[src/rtl/ir_sensor_sweep_if.sv]
// rtl/ir_sensor_sweep_if.sv - A2D conversion handshake between the IR sweep sequencer and the SPI A2D
// Signals:
//   strt_cnv        : one-cycle conversion start          (master -> slave)
//   chnnl[2:0]      : channel of the current conversion   (master -> slave)
//   cnv_cmplt       : conversion complete, level          (slave -> master)
//   res[11:0]       : conversion result, valid while cnv_cmplt=1 (slave -> master)
// Modports: master = sweep sequencer, slave = A2D.
interface ir_sensor_sweep_if;
  logic        strt_cnv;
  logic [2:0]  chnnl;
  logic        cnv_cmplt;
  logic [11:0] res;

  modport master (output strt_cnv, output chnnl, input cnv_cmplt, input res);
  modport slave  (input strt_cnv, input chnnl, output cnv_cmplt, output res);
endinterface

[src/rtl/ir_sensor_sweep.sv]
// rtl/ir_sensor_sweep.sv - IR sensor sweep sequencer driving the A2D conversion handshake
// Enables the IR emitters, waits a settle time, converts channels 0..NUM_CH-1 in order
// and keeps each 12-bit result in a register bank read by the steering logic.
// Optional build macro: AMBIENT_CANCEL_EN - adds a dark (ambient) pass before the lit
// pass and stores lit minus ambient, saturated at 0.
// Ports:
//   i_clk        : system clock
//   i_rst_n      : synchronous active-low reset
//   i_go         : sweep request, sampled only in IDLE
//   o_ir_en      : IR emitter enable
//   o_busy       : high whenever not IDLE
//   o_sweep_done : one-cycle pulse when the sweep ends
//   o_a2d_err    : sticky conversion-timeout flag, cleared by the next accepted go
//   i_rd_idx     : result bank read index
//   o_rd_data    : bank[i_rd_idx], 0 when i_rd_idx >= NUM_CH
//   a2d          : A2D handshake (strt_cnv, chnnl, cnv_cmplt, res)
module ir_sensor_sweep #(
  parameter int NUM_CH         = 8,
  parameter int SETTLE_CYCLES  = 4096,
  parameter int TIMEOUT_CYCLES = 2047
) (
  input  logic              i_clk,
  input  logic              i_rst_n,
  input  logic              i_go,
  output logic              o_ir_en,
  output logic              o_busy,
  output logic              o_sweep_done,
  output logic              o_a2d_err,
  input  logic [2:0]        i_rd_idx,
  output logic [11:0]       o_rd_data,
  ir_sensor_sweep_if.master a2d
);

  localparam int SW = $clog2(SETTLE_CYCLES + 1);
  localparam int TW = $clog2(TIMEOUT_CYCLES + 1);
  localparam int CW = (SW > TW) ? SW : TW;
  localparam logic [2:0] LAST_CH = 3'(NUM_CH - 1);

  typedef enum logic [2:0] {S_IDLE, S_SETTLE, S_START, S_WAIT, S_DONE} state_t;

  state_t        r_state;
  state_t        w_next;
  logic [CW-1:0] r_cnt;
  logic [2:0]    r_ch;
  logic          r_err;
  logic [11:0]   r_bank [NUM_CH];

  logic          w_lit;
  logic          w_clr;
  logic          w_load_settle;
  logic          w_load_to;
  logic          w_store;
  logic          w_inc;
  logic          w_err_set;
  logic [11:0]   w_wr_data;

`ifdef AMBIENT_CANCEL_EN
  logic          r_lit;
  logic [11:0]   r_amb [NUM_CH];
  logic [11:0]   w_amb_cur;
  logic          w_to_lit;
  assign w_lit = r_lit;
`else
  assign w_lit = 1'b1;
`endif

  // State register
  always_ff @(posedge i_clk) begin
    if (!i_rst_n) r_state <= S_IDLE;
    else          r_state <= w_next;
  end

  // Next state and datapath strobes
  always_comb begin
    w_next        = r_state;
    w_clr         = 1'b0;
    w_load_settle = 1'b0;
    w_load_to     = 1'b0;
    w_store       = 1'b0;
    w_inc         = 1'b0;
    w_err_set     = 1'b0;
`ifdef AMBIENT_CANCEL_EN
    w_to_lit      = 1'b0;
`endif
    case (r_state)
      S_IDLE: begin
        if (i_go) begin
          w_clr = 1'b1;
`ifdef AMBIENT_CANCEL_EN
          // dark pass needs no emitter settle time
          w_next = S_START;
`else
          w_load_settle = 1'b1;
          w_next        = S_SETTLE;
`endif
        end
      end
      S_SETTLE: begin
        if (r_cnt == '0) w_next = S_START;
      end
      S_START: begin
        w_load_to = 1'b1;
        w_next    = S_WAIT;
      end
      S_WAIT: begin
        // a result arriving on the last timeout cycle still counts
        if (a2d.cnv_cmplt) begin
          w_store = 1'b1;
          if (r_ch == LAST_CH) begin
`ifdef AMBIENT_CANCEL_EN
            if (!r_lit) begin
              w_to_lit      = 1'b1;
              w_load_settle = 1'b1;
              w_next        = S_SETTLE;
            end else begin
              w_next = S_DONE;
            end
`else
            w_next = S_DONE;
`endif
          end else begin
            w_inc  = 1'b1;
            w_next = S_START;
          end
        end else if (r_cnt == '0) begin
          w_err_set = 1'b1;
          w_next    = S_DONE;
        end
      end
      S_DONE:  w_next = S_IDLE;
      default: w_next = S_IDLE;
    endcase
  end

  // Shared settle/timeout down-counter, channel counter, error flag.
  // Loading N-1 gives exactly N cycles in SETTLE (or N cycles of WAIT before timeout).
  always_ff @(posedge i_clk) begin
    if (!i_rst_n) begin
      r_cnt <= '0;
      r_ch  <= '0;
      r_err <= 1'b0;
    end else begin
      if (w_load_settle)      r_cnt <= CW'(SETTLE_CYCLES - 1);
      else if (w_load_to)     r_cnt <= CW'(TIMEOUT_CYCLES - 1);
      else if (r_cnt != '0)   r_cnt <= r_cnt - CW'(1);

      if (w_clr)              r_ch <= '0;
`ifdef AMBIENT_CANCEL_EN
      else if (w_to_lit)      r_ch <= '0;
`endif
      else if (w_inc)         r_ch <= r_ch + 3'd1;

      if (w_clr)              r_err <= 1'b0;
      else if (w_err_set)     r_err <= 1'b1;
    end
  end

`ifdef AMBIENT_CANCEL_EN
  always_ff @(posedge i_clk) begin
    if (!i_rst_n) begin
      r_lit <= 1'b0;
      for (int i = 0; i < NUM_CH; i++) r_amb[i] <= '0;
    end else begin
      if (w_clr)         r_lit <= 1'b0;
      else if (w_to_lit) r_lit <= 1'b1;
      if (w_store && !r_lit) begin
        for (int i = 0; i < NUM_CH; i++)
          if (r_ch == 3'(i)) r_amb[i] <= a2d.res;
      end
    end
  end

  always_comb begin
    w_amb_cur = '0;
    for (int i = 0; i < NUM_CH; i++)
      if (r_ch == 3'(i)) w_amb_cur = r_amb[i];
    w_wr_data = (a2d.res > w_amb_cur) ? (a2d.res - w_amb_cur) : 12'h000;
  end
`else
  always_comb begin
    w_wr_data = a2d.res;
  end
`endif

  // Lit-pass result bank
  always_ff @(posedge i_clk) begin
    if (!i_rst_n) begin
      for (int i = 0; i < NUM_CH; i++) r_bank[i] <= '0;
    end else if (w_store && w_lit) begin
      for (int i = 0; i < NUM_CH; i++)
        if (r_ch == 3'(i)) r_bank[i] <= w_wr_data;
    end
  end

  always_comb begin
    o_rd_data = '0;
    for (int i = 0; i < NUM_CH; i++)
      if (i_rd_idx == 3'(i)) o_rd_data = r_bank[i];
  end

  assign a2d.strt_cnv  = (r_state == S_START);
  assign a2d.chnnl     = r_ch;
  assign o_busy        = (r_state != S_IDLE);
  assign o_sweep_done  = (r_state == S_DONE);
  assign o_a2d_err     = r_err;
  assign o_ir_en       = w_lit && ((r_state == S_SETTLE) || (r_state == S_START) ||
                                   (r_state == S_WAIT));

endmodule

[src/flat_wrapper.sv]
// flat-port wrapper written by rule: the top's interface ports become plain ports
module ir_sensor_sweep_flat 
#(
  parameter int NUM_CH         = 8,
  parameter int SETTLE_CYCLES  = 4096,
  parameter int TIMEOUT_CYCLES = 2047
)
  (i_clk, i_rst_n, i_go, o_ir_en, o_busy, o_sweep_done, o_a2d_err, i_rd_idx, o_rd_data, a2d_strt_cnv, a2d_chnnl, a2d_cnv_cmplt, a2d_res);
  ir_sensor_sweep_if a2d_i ();
  input  logic i_clk;
  input  logic i_rst_n;
  input  logic i_go;
  output logic o_ir_en;
  output logic o_busy;
  output logic o_sweep_done;
  output logic o_a2d_err;
  input  logic [2:0] i_rd_idx;
  output logic [11:0] o_rd_data;
  output wire logic [$bits(a2d_i.strt_cnv)-1:0] a2d_strt_cnv;
  output wire logic [$bits(a2d_i.chnnl)-1:0] a2d_chnnl;
  input wire logic [$bits(a2d_i.cnv_cmplt)-1:0] a2d_cnv_cmplt;
  input wire logic [$bits(a2d_i.res)-1:0] a2d_res;
  assign a2d_strt_cnv = a2d_i.strt_cnv;
  assign a2d_chnnl = a2d_i.chnnl;
  assign a2d_i.cnv_cmplt = a2d_cnv_cmplt;
  assign a2d_i.res = a2d_res;
  ir_sensor_sweep #(.NUM_CH(NUM_CH), .SETTLE_CYCLES(SETTLE_CYCLES), .TIMEOUT_CYCLES(TIMEOUT_CYCLES)) u_core (.i_clk(i_clk), .i_rst_n(i_rst_n), .i_go(i_go), .o_ir_en(o_ir_en), .o_busy(o_busy), .o_sweep_done(o_sweep_done), .o_a2d_err(o_a2d_err), .i_rd_idx(i_rd_idx), .o_rd_data(o_rd_data), .a2d(a2d_i));
endmodule
[config.mk]
export PLATFORM = sky130hd
export DESIGN_NAME = ir_sensor_sweep_flat
export DESIGN_NICKNAME = d
export VERILOG_FILES = /design/src/rtl/ir_sensor_sweep_if.sv /design/src/rtl/ir_sensor_sweep.sv /design/src/flat_wrapper.sv
export SDC_FILE = /design/constraint.sdc
export NUM_CORES = 1
export LEC_CHECK = 0
export CAP_MARGIN = 30
export CORE_MARGIN = 1
export CORE_UTILIZATION = 50
export DETAILED_ROUTE_END_ITERATION = 12
export PLACE_DENSITY = 0.81
export SYNTH_ARGS = -nofsm -noshare
export SYNTH_HDL_FRONTEND = slang
export SYNTH_SLANG_ARGS = --single-unit
[constraint.sdc]
create_clock -name i_clk -period 5.6 [get_ports i_clk]
set_input_delay 1.4 -clock i_clk [delete_from_list [all_inputs] [get_ports i_clk]]
set_output_delay 1.4 -clock i_clk [all_outputs]
set_load 0.005 [all_outputs]
Yosys cells after proc, flatten, opt, wreduce, memory -nomap -nowiden --
Memories as Yosys holds them, arrays and structs flattened. Cells that the tools add are included.
Storage, ports and cells: input port bits 19, word-level logic and storage cells 119, output and inout port bits 20, register bits after elaboration 20, memories kept 1, RAM bits 96
Memory list:
- u_core.r_bank | words 8, width 12, read ports 8, clocked after Yosys merged registers in 0, wr ports 8, line ir_sensor_sweep.sv:46 | logic [11:0] r_bank [NUM_CH];
Cells by class: reduce and logical (&&, ||, !) cells 12, add/subtract/negate cells 2, equal/unequal tests 21, muxes and demuxes 69, bitwise logic cells 9
Operators by type and width (count):
- $mux 12 | 19
- $mux 1 | 44
- $eq 3x3->1 const B | 9
- $eq 3x2->1 const B | 6
- $mux 3 | 5
- $logic_not 13->1 | 1
- $reduce_bool 13->1 | 1
- $sub 13x1->13 const B | 1
- $pmux 3 s4 | 1
- $eq 3x1->1 const B | 3
- $logic_not 3->1 | 3
- $or 1x1->1 | 8
- $reduce_bool 3->1 | 2
- $add 3x1->3 const B | 1
- $ne 3x2->1 const B | 1
- $reduce_and 3->1 | 1
- $reduce_or 3->1 | 1
- $logic_or 1x1->1 | 2
- $ne 2x1->1 const B | 1
- $ne 2x2->1 const B | 1
- $reduce_or 2->1 | 1
- $not 1->1 | 1

Depth between registers and ports, before layout --
Gate-level depths: netlist of run 1.
word-level depth 9, gate-level depth with buffers 7, gate-level depth less buffers 6

Least setup slack after synthesis of run 1 --
OpenSTA, ideal clock, no wires.
path type input to output, start input port i_rd_idx[0], end output port o_rd_data[0], stages 4, arrival time 2812 ps, path buffers 2, data required time 4200 ps, setup slack 1388 ps, cells stage by stage clkbuf_1 -> buf_2 -> mux4_2 -> mux2_2
On the way: cells in the longest elaborated chain, start to end 9, elaborated cells on any way between the ends 16, classes of those cells eq/ne (7); mux (8); reduce/logical (1)
RTL lines:
- from (decl) | line flat_wrapper.sv:17 | input logic [2:0] i_rd_idx;
- $logic_not 3->1 | line ir_sensor_sweep.sv:198 | if (i_rd_idx == 3'(i)) o_rd_data = r_bank[i];
- $mux 12 (7 in a row) | line ir_sensor_sweep.sv:198
- $mux 12 (*) | line ir_sensor_sweep.sv:198
- to (decl) | line flat_wrapper.sv:18 | output logic [11:0] o_rd_data;
Every way passes the cells marked *; elsewhere a longest branch is shown, timed or not.

Worst setup path in the final report of run 1 --
start input port i_rd_idx[0], end output port o_rd_data[1]
The elaborated chain is that of the path after synthesis.

==> results.md, run 1 <==
* Vias/cell at 5.87
* Grt peak-use layer: met2
* CP Max Fanout at 13
* CTS Buf Count at 17
* Met1 GRT Util at 29.1%
* Share of the synthesized area in the top cell type at 55.9%
* Final Cycle Share at 85.0%
* Int Power at 1.78 mW
* Synth top area cells: edfxtp_1 56%, mux4_2 10%, dfxtp_1 7.8%
* DRC at 0
* Register area at 3280 um2
* YS warnings at 0
* CP Capture Type: output port
* CP Capture Point: o_rd_data[1]
* DR vias at 3,376
* H-tree depth at 4
* Clock slew at reported path FFs at 0.06 ns
* Clock skew at 0.00963 ns
* Register share of total power at 43.8%
* Required @ worst endpoint at 4.20 ns
* Placed inst area at 5680 um2
* Die X at 104 um
* Layout cells sized above 1 at 18.8%
* FF-to-FF End: u_core.r_bank[0][65]
* CTS root buf: clkbuf_8
* Met2 usage at 38.7%
* Sequential fraction of the synthesis area at 63.6%
* Leak at 2.29 nW
* Status: complete, no violations
* R2R depth at 4
* Cell Pwr Density at 372 nW/um2
* Post-DP HPWL at 7120 um
* Post-CTS sizing at 0
* R2r setup slk at 2.94 ns
* Antenna diode count at 0
* Switching power at 0.551 mW
* Yosys reg bits at 116
* Synth area leader: edfxtp_1
* Design Area, Final at 6280 um2
* Max Cap Viol at 0
* Clock Sinks at 116
* Setup repair bufs after CTS at 0
* TritonCTS clock tree: done
* Final Hold Viols at 0
* Comb power frac at 10.1%
* F_max at 210 MHz
* Core area at 9860 um2
* Min Tclk post-route at 4.76 ns
* Post-synth EDFFs at 96
* DRT Pass-1 Iters at 5
* Multi-input gate area at 1730 um2
* Final setup fails at 0
* Gate Count Post-Synth at 383
* Slew Viols, Final at 0
* Number of global-route vias before repair at 3,514
* GRT Util Overall at 23.2%
* Main flop type after synthesis: edfxtp_1
* Final GP Congestion at 0.807
* DP Cell Count at 543
* Row Count at 36
* Avg Synthesized Cell Area at 13.5 um2
* RSZ-0062 raised after global routing: false
* Final ANT Viol Nets at 0
* Critical path class: primary input to output port
* Worst skew pair latency at 0.51 ns
* Setup_tns at 0 ns
* Remaining Overflow, GRT at 0
* FF-to-FF Start: u_core.r_state[1]
* Initial core utilization at 52.3%
* Worst VDD drop at 0.238 mV
* Die Y-Extent at 104 um
* Clk network pwr share at 46.2%
* Filler cells at 720
* CTS max path bufs at 2
* Worst Hold Launch: u_core.o_a2d_err
* Non-filler cells, final at 575
* Area delta synth->final at 21.7%
* Crit path DAT at 3.36 ns
* Synth async-reset ratio at 0%
* Max transition margin at 30.8%
* Routed length per instance at 20.3 um
* Initial drt markers at 230
* # hold bufs at CTS at 0
* CP Launch Type: primary input
* Hold Path Class: register to register
* Initial antenna violation count at 0
* Boundary Pins at 39
* Largest net degree at the start of global routing at 24
* Drt total wl at 11,700 um
* Fin nets at 456
* CP startpoint: i_rd_idx[0]
* Syn Nets at 410
* Synth unique cells at 45
* IO Port Bufs at 38
* Synthesized area at 5160 um2
* Sw Share at 23.6%
* Worst Tran Pin Value at 1.02 ns
* Die ar. at 10,700 um2
* Global-route wire length before repair at 18,300 um
* M3 GR Usage at 5.10%
==> sequential cells by signal, indices dropped and copies added, names as in the netlist <==
signal,cells
u_core.r_cnt,13
u_core.r_bank,96
u_core.o_a2d_err,1
u_core.a2d.chnnl,3
u_core.r_state,3
==> synth_stat cells (all sizes together) (2+ instances only) <==
| cell type | number |
|---|---|
| nor3 | 3 |
| mux2 | 12 |
| or3 | 2 |
| nor2 | 86 |
| o21a | 3 |
| o21ai | 5 |
| o31ai | 5 |
| a31oi | 2 |
| nand2 | 29 |
| and2 | 2 |
| xnor2 | 6 |
| dfxtp | 20 |
| mux4 | 24 |
| inv | 19 |
| a311oi | 3 |
| ha | 8 |
| nor4 | 6 |
| edfxtp | 96 |
| or4 | 3 |
| a2111oi | 4 |
| a21oi | 6 |
| nand3 | 5 |
| nand3b | 2 |
| clkbuf | 12 |
| buf | 5 |
==> power groups by stage <==
stage / logic [mW] / clock network [mW] / registers (mW)
CTS: 0.236 / 1.09 / 1.02
detailed placement: 0.233 / 0 / 1.04
finish: 0.235 / 1.08 / 1.02
global route: 0.254 / 1.13 / 1.03
floorplan: 0.150 / 0 / 1.02
global placement: 0.224 / 0 / 1.03
==> cell usage in the layout, fill, tap and decap left out, drive strengths merged, types with 4 or more instances in the layout <==
master / n
nand2: 29
buf: 7
edfxtp: 96
clkdlybuf4s50: 37
mux4: 24
inv: 22
xnor2: 6
a2111oi: 4
mux2: 12
nand3: 5
clkbuf: 17
nor4: 6
a21oi: 6
o31ai: 5
nor2: 86
ha: 8
o21ai: 5
dfxtp: 20
clkinv: 9
==> area by class of cell <==
cell class	count	share of cell area, %
Timing Repair Buffer	44	6.78
Clock buffer	17	6.60
Clock inverter	15	2.89
Inverter	20	1.20
Tap cell	133	2.65
Sequential cell	116	52.3
Multi-Input combinational cell	230	27.6
==> how the worst min path moves through the flow <==
stage,endpoint,cells after the start
after CTS,u_core.o_a2d_err,2
final,u_core.o_a2d_err,2
after global placement,u_core.o_a2d_err,2
after global routing,u_core.o_a2d_err,2
after detailed placement,u_core.o_a2d_err,2
after floorplan,u_core.o_a2d_err,2
==> per-layer routing <==
metal	share of wire, %	vias to the layer above
met3	5.9	16
met4	1.6	0
met1	41	1706
li1	-	1517
met5	0	-
met2	51	137
==> critical path, cell delays in order <==
cell and delay, ns:
buf_2 0.38, buf_4 0.29, mux4_2 0.52, mux2_2 0.30, clkdlybuf4s50_1 0.46
==> kinds of logic (layout without fill, tap and decap cells) <==
| kind of cell | count (synthesis) | in the layout | synth area share [%] |
|---|---|---|---|
| XOR/XNOR | 7 | 7 | 1.19 |
| buffers and inverters | 37 | 96 | 2.76 |
| multiplexers | 36 | 36 | 13.1 |
| adder cells (fa/ha/maj) | 8 | 8 | 1.94 |
| AO/OA/AOI/OAI | 32 | 32 | 4.56 |
| AND/OR/NAND/NOR | 147 | 147 | 12.8 |
| flip-flops | 116 | 116 | 63.6 |
==> metrics by stage <==
step | power [mW] | setup WS (ns) | util, % | hold WS, ns
2_1_floorplan | 1.17 | 1.39 | - | 0.460
3_3_place_gp | 1.26 | 0.872 | 57.4 | 0.457
3_5_place_dp | 1.27 | 0.823 | 57.6 | 0.485
4_1_cts | 2.34 | 0.799 | 63.6 | 0.504
5_1_grt | 2.41 | 0.746 | 63.6 | 0.522
6_report | 2.33 | 0.837 | 63.6 | 0.486
Note: power is estimated with default switching activity, not from simulation.
==> inputs of run 2 (changes only) <==
--- a/config.mk
+++ b/config.mk
@@ -5,6 +5,7 @@
 export SDC_FILE = /design/constraint.sdc
 export NUM_CORES = 1
 export LEC_CHECK = 0
+export ABC_AREA = 1
 export CAP_MARGIN = 30
 export CORE_MARGIN = 1
 export CORE_UTILIZATION = 50
==> results.md, run 2 <==
* Final Cycle Share at 96.1% (+11 points)
* Comb power frac at 9.8% (-0.3 points)
* Post-DP HPWL at 8930 um (+25%)
* Crit path DAT at 3.98 ns (+0.62 ns)
* Slew Viols, Final at 0 (unchanged)
* Area delta synth->final at 19.6%
* Routed length per instance at 17.2 um (-15%)
* # hold bufs at CTS at 0 (unchanged)
* FF-to-FF End: u_core.r_bank[0][38]
* Layout cells sized above 1 at 8.86% (-9.9 points)
* Hold path endpoint: u_core.o_a2d_err
* Synth async-reset ratio at 0% (unchanged)
* Die Y-Extent at 106 um (+2.5%)
* Final ANT Viol Nets at 0 (unchanged)
* Initial core utilization at 52.0% (-0.26 points)
* Most frequent cells in the layout: 112 x nor2_1, 96 x edfxtp_1, 94 x nand2_1
* Grt peak-use layer: met2
* Setup slack after layout at 0.220 ns (-0.617 ns)
* CP cell instances: clkdlybuf4s50_1 > nor2_1 > nand2_1 > nor2_1 > nor2_1 > nand4_1 > clkdlybuf4s50_1
* Leak at 2.49 nW (+8.6%)
* DRT Pass-1 Iters at 5 (unchanged)
* Most common cell after layout, fill and taps aside: nor2_1
* Remaining Overflow, GRT at 0 (unchanged)
* F_max at 186 MHz (-11%)
* Fin nets at 635 (+39%)
* Final core utilization at 62.2% (-1.4 points)
* DRC at 0 (unchanged)
* Clock Sinks at 116 (unchanged)
* CP startpoint: i_rd_idx[1]
* Cell Pwr Density at 350 nW/um2 (-5.8%)
* Sequential fraction of the synthesis area at 60.6% (-3.1 points)
* Antenna diode count at 0 (unchanged)
* Yosys reg bits at 116 (unchanged)
* Vias/cell at 5.65 (-3.7%)
* Number of global-route vias before repair at 4,240 (+21%)
* H-tree depth at 4 (unchanged)
* IO Port Bufs at 38 (unchanged)
* Largest net degree at the start of global routing at 29 (+21%)
* Synth area leader: edfxtp_1
* Drt total wl at 13,000 um (+12%)
* Status: complete, no violations
* CP Launch Type: primary input
* Required @ worst endpoint at 4.20 ns (about the same)
* Clk network pwr share at 45.8% (-0.4 points)
* Synthesized area at 5420 um2 (+5.1%)
* Synth cell count leaders: 112 x nor2_1, 96 x edfxtp_1, 94 x nand2_1
* Setup repair bufs after CTS at 0 (unchanged)
* Final setup fails at 0 (unchanged)
* Largest Register: u_core.r_bank
* Initial antenna violation count at 0 (unchanged)
* Sw Share at 25.2% (+1.6 points)
* Switching power at 0.572 mW (+3.8%)
* Avg Synthesized Cell Area at 9.49 um2 (-30%)
* Die X at 106 um (+2.5%)
* Hold Crit Depth at 2 (unchanged)
* Die ar. at 11,300 um2 (+5.0%)
* Core area at 10,400 um2 (+5.6%)
* Gate Count Post-Synth at 571 (+49%)
* Final Hold Viols at 0 (unchanged)
* CTS root buf: clkbuf_8
* Met2 usage at 41.6% (+2.9 points)
* Max reg flops at 96 (unchanged)
* Main flop type after synthesis: edfxtp_1
* Worst Hold Launch: u_core.o_a2d_err
* Post-synth EDFFs at 96 (unchanged)
* Worst skew pair latency at 0.53 ns (+0.02 ns)
* Count leader, synth: nor2_1
* Hold Path Class: register to register
* Register share of total power at 44.4% (+0.6 points)
* CP most frequent cell: nor2_1
* Max transition margin at 39.4% (+8.6 points)
* Hold WS at 0.469 ns (-0.0167 ns)
* Critical path class: primary input to output port
* DR vias at 4,278 (+27%)
* Global-route wire length before repair at 20,600 um (+13%)
* Max Cap Viol at 0 (unchanged)
* Syn Nets at 598 (+46%)
* R2R depth at 4 (unchanged)
* RSZ-0062 raised after global routing: false
* Clock skew at 0.00541 ns (-0.00422 ns)
* TritonCTS clock tree: done
* Critical Path Max Stage Delay at 0.71 ns (+0.19 ns)
* R2r setup slk at 3.22 ns (+0.28 ns)
* Final GP Congestion at 0.856 (+6.1%)
* Share of the synthesized area in the top cell type at 53.2% (-2.7 points)
* Slowest cell on crit path: nor2_1
* Synth top area cells: edfxtp_1 53%, nor2_1 7.8%, dfxtp_1 7.4%
* Setup_tns at 0 ns (unchanged)
* Initial drt markers at 338 (+47%)
* Critical path buffer and inverter count at 2 (-1)
* Row Count at 37 (+2.8%)
* Min Tclk post-route at 5.38 ns (+0.617 ns)
* Boundary Pins at 39 (unchanged)
* CP Capture Type: output port
* Largest regs: u_core.r_bank x96, u_core.r_cnt x13
* CTS Buf Count at 17 (unchanged)
* Worst VDD drop at 0.178 mV (-25%)
* YS warnings at 0 (unchanged)
* Synth unique cells at 25 (-44%)
* FF-to-FF Start: u_core.a2d.chnnl[2]
* Met1 GRT Util at 29.1% (about the same)
* GRT Util Overall at 24.8% (+1.6 points)
* Post-CTS sizing at 0 (unchanged)
* Worst Tran Pin Value at 0.905 ns (-0.119 ns)
* CTS max path bufs at 2 (unchanged)
* Int Power at 1.70 mW (-4.8%)
* CP Max Fanout at 13 (unchanged)
* Clock slew at reported path FFs at 0.06 ns (about the same)
* Post-place setup slack at 0.206 ns (-0.617 ns)
* M3 GR Usage at 5.64% (+0.54 points)
* Crit path max-delay family: simple AND/OR/NAND/NOR gates
-- run 2: cell types whose count changed after synthesis, moves of 24 or more --
cell / before / now
nor2_1: 86 / 112
nand4_1: 1 / 64
nand3_1: 5 / 30
inv_1: 19 / 53
mux4_2: 24 / 0
nand2_1: 29 / 94
-- run 2: worst min-delay path, delay by kind of cell, from the launching register on --
| kind | cells | cell delay, ns |
|---|---|---|
| flops | 1 | 0.32 |
| compound gates | 1 | 0.05 |
| buf+inv | 1 | 0.05 |
-- run 2: kinds of logic after synthesis --
kind of cell | share of synthesized area [%]
AO/OA/AOI/OAI | 2.79
buffers and inverters | 6.83
adder cells (fa/ha/maj) | 1.85
XOR/XNOR | 0.162
flip-flops | 60.6
AND/OR/NAND/NOR | 27.8
-- run 2: stage by stage --
| stage | power [mW] | cell area (um2) | instances |
|---|---|---|---|
| 2_1_floorplan | 1.15 | 5420 | 571 |
| 3_3_place_gp | 1.23 | 5890 | 723 |
| 3_5_place_dp | 1.24 | 5910 | 725 |
| 4_1_cts | 2.28 | 6480 | 757 |
| 5_1_grt | 2.34 | 6480 | 757 |
| 6_report | 2.27 | 6480 | 757 |
-- run 2: layer usage --
metal	routed length [um]	share of wire, %
met1	5050	39
met2	6550	50
met3	853	6.5
met4	577	4.4
met5	0	0
-- run 2: worst max path at each step --
stage | to | cells past startpoint
3_5_place_dp | o_rd_data[6] | 7
2_1_floorplan | o_rd_data[10] | 7
5_1_grt | o_rd_data[10] | 7
6_report | o_rd_data[10] | 7
4_1_cts | o_rd_data[10] | 7
3_3_place_gp | o_rd_data[2] | 7
-- run 2: layout make-up --
class                      instances  area [um2]
tap                              136         170
inverter                          59         221
clock inverter                    15         158
clock buffer                      17         414
fill                             852        3940
multi-input combinational        366        1770
timing repair buffer              48         468
sequential                       116        3280
-- run 2: power by group through the flow --
stage	Clock, mW	Sequential (mW)	Combinational, mW
after floorplan	0	1.02	0.137
after global placement	0	1.02	0.213
after detailed placement	0	1.02	0.222
after CTS	1.05	1.01	0.222
after global routing	1.08	1.01	0.248
final	1.04	1.01	0.223
==> inputs of run 3 (changes only) <==
==> constraint.sdc (replaced) <==
create_clock -name i_clk -period 5.38 [get_ports i_clk]
set_input_delay 1.345 -clock i_clk [delete_from_list [all_inputs] [get_ports i_clk]]
set_output_delay 1.345 -clock i_clk [all_outputs]
set_load 0.005 [all_outputs]
==> results.md, run 3 (synthesis results as in run 2) <==
* Status: complete, no violations
* Routed length per instance at 17.7 um (+2.9%)
* Fin nets at 636 (+0.16%)
* DRC at 0 (unchanged)
* Min Tclk post-route at 5.10 ns
* Worst skew pair latency at 0.52 ns (about the same)
* Die Y-Extent at 106 um (unchanged)
* Global-route wire length before repair at 21,100 um (+2.4%)
* Met1 GRT Util at 29.3% (+0.18 points)
* Required @ worst endpoint at 4.03 ns (-0.17 ns)
* Area delta synth->final at 21.0%
* Critical path class: primary input to output port
* Row Count at 37 (unchanged)
* DRT Pass-1 Iters at 5 (unchanged)
* IO Port Bufs at 38 (unchanged)
* CTS root buf: clkbuf_8
* Comb power frac at 9.2% (-0.6 points)
* Most frequent cells in the layout: 111 x nor2_1, 96 x edfxtp_1, 94 x nand2_1
* Sw Share at 22.9% (-2.3 points)
* Clock skew at 0.00553 ns (+0.000118 ns)
* CP Capture Type: output port
* CP Max Fanout at 26 (+13)
* Clock slew at reported path FFs at 0.06 ns (about the same)
* Most common cell after layout, fill and taps aside: nor2_1
* Remaining Overflow, GRT at 0 (unchanged)
* Post-DP HPWL at 8770 um (-1.8%)
* Final GP Congestion at 0.856 (about the same)
* Vias/cell at 5.77 (+2.1%)
* Worst Tran Pin Value at 0.661 ns (-0.244 ns)
* Setup_tns at 0 ns (unchanged)
* Clock Sinks at 116 (unchanged)
* Boundary Pins at 39 (unchanged)
* DR vias at 4,373 (+2.2%)
* Initial antenna violation count at 0 (unchanged)
* Leak at 2.54 nW (+1.9%)
* Max reg flops at 96 (unchanged)
* CTS Buf Count at 17 (unchanged)
* Core area at 10,400 um2 (unchanged)
* Die X at 106 um (unchanged)
* Final setup fails at 0 (unchanged)
* Max transition margin at 55.8% (+16 points)
* Die ar. at 11,300 um2 (unchanged)
* CTS max path bufs at 2 (unchanged)
* Slew Viols, Final at 0 (unchanged)
* Final Hold Viols at 0 (unchanged)
* Crit path DAT at 3.76 ns (-0.22 ns)
* M3 GR Usage at 5.21% (-0.43 points)
* Largest net degree at the start of global routing at 29 (unchanged)
* CP Launch Type: primary input
* Int Power at 1.95 mW (+15%)
* GRT Util Overall at 25.2% (+0.46 points)
* Largest regs: u_core.r_bank x96, u_core.r_cnt x13
* Met2 usage at 41.7% (+0.046 points)
* H-tree depth at 4 (unchanged)
* Initial core utilization at 52.0% (unchanged)
* Worst VDD drop at 0.228 mV (+28%)
* Placed inst area at 5900 um2 (about the same)
* Final ANT Viol Nets at 0 (unchanged)
* Clk network pwr share at 49.4% (+3.6 points)
* Final Cycle Share at 94.9%
* Number of global-route vias before repair at 4,260 (+0.47%)
* Cell Pwr Density at 386 nW/um2 (+10%)
* R2r setup slk at 2.98 ns (-0.24 ns)
* Antenna diode count at 0 (unchanged)
* RSZ-0062 raised after global routing: false
* Switching power at 0.579 mW (+1.3%)
* Layout cells sized above 1 at 9.00% (+0.15 points)
* Hold Path Class: register to register
* Register share of total power at 41.4% (-3.0 points)
* Setup repair bufs after CTS at 0 (unchanged)
* F_max at 196 MHz
* Max Cap Viol at 0 (unchanged)
* Grt peak-use layer: met2
* Drt total wl at 13,400 um (+3.0%)
* Initial drt markers at 434 (+28%)
* Design Area, Final at 6560 um2 (+1.2%)
* TritonCTS clock tree: done
* Largest Register: u_core.r_bank
==> run 3: layout make-up <==
cell class | instances | area, um2
well taps | 136 | 170
multi-input cells | 366 | 1770
repair buffers | 49 | 463
clock inverters | 13 | 230
inverters | 59 | 221
flip-flops and latches | 116 | 3280
clock buffers | 19 | 422
fillers | 788 | 3860
==> run 3: worst max-delay path, stage by stage <==
cell and delay [ns]:
clkdlybuf4s50_1 0.49, buf_4 0.31, inv_1 0.31, nor3_1 0.33
buf_4 0.25, nand2_1 0.07, nand4_1 0.10, clkdlybuf4s50_1 0.53
==> run 3: final timing paths <==
path | from | end | cells after the start
setup / recovery | i_rd_idx[0] | o_rd_data[0] | 8
hold / removal | u_core.o_a2d_err | u_core.o_a2d_err | 2
setup reg to reg | u_core.a2d.chnnl[2] | u_core.r_bank[0][38] | 4
hold reg to reg | u_core.o_a2d_err | u_core.o_a2d_err | 2
==> run 3: layer usage <==
layer,share of wire (%),vias up,wire [um]
li1,-,2053,-
met1,38,2054,5160
met2,49,222,6560
met3,7.7,44,1030
met4,5.0,0,668
met5,0,-,0
==> run 3: through the flow <==
step	cells	worst slack [ns]	hold slack (ns)	util [%]	power (mW)
floorplan	571	1.78	0.446	-	1.20
global placement	724	0.231	0.454	56.5	1.28
detailed placement	726	0.107	0.462	56.7	1.29
CTS	758	0.131	0.481	62.9	2.53
global route	758	0.170	0.501	63.0	2.60
finish	758	0.276	0.475	63.0	2.53
==> run 3: timing repair <==
item | in CTS | in global routing
endpoints found under the setup margin | 0 | 12
hold buffers | 0 | 0
resized for setup | 0 | 1
==> run 3: power by group through the flow <==
| stage | registers [mW] | clock network [mW] | logic, mW |
|---|---|---|---|
| after floorplan | 1.06 | 0 | 0.143 |
| after global placement | 1.06 | 0 | 0.221 |
| after detailed placement | 1.06 | 0 | 0.228 |
| after CTS | 1.05 | 1.25 | 0.231 |
| after global routing | 1.05 | 1.29 | 0.259 |
| final | 1.05 | 1.25 | 0.232 |
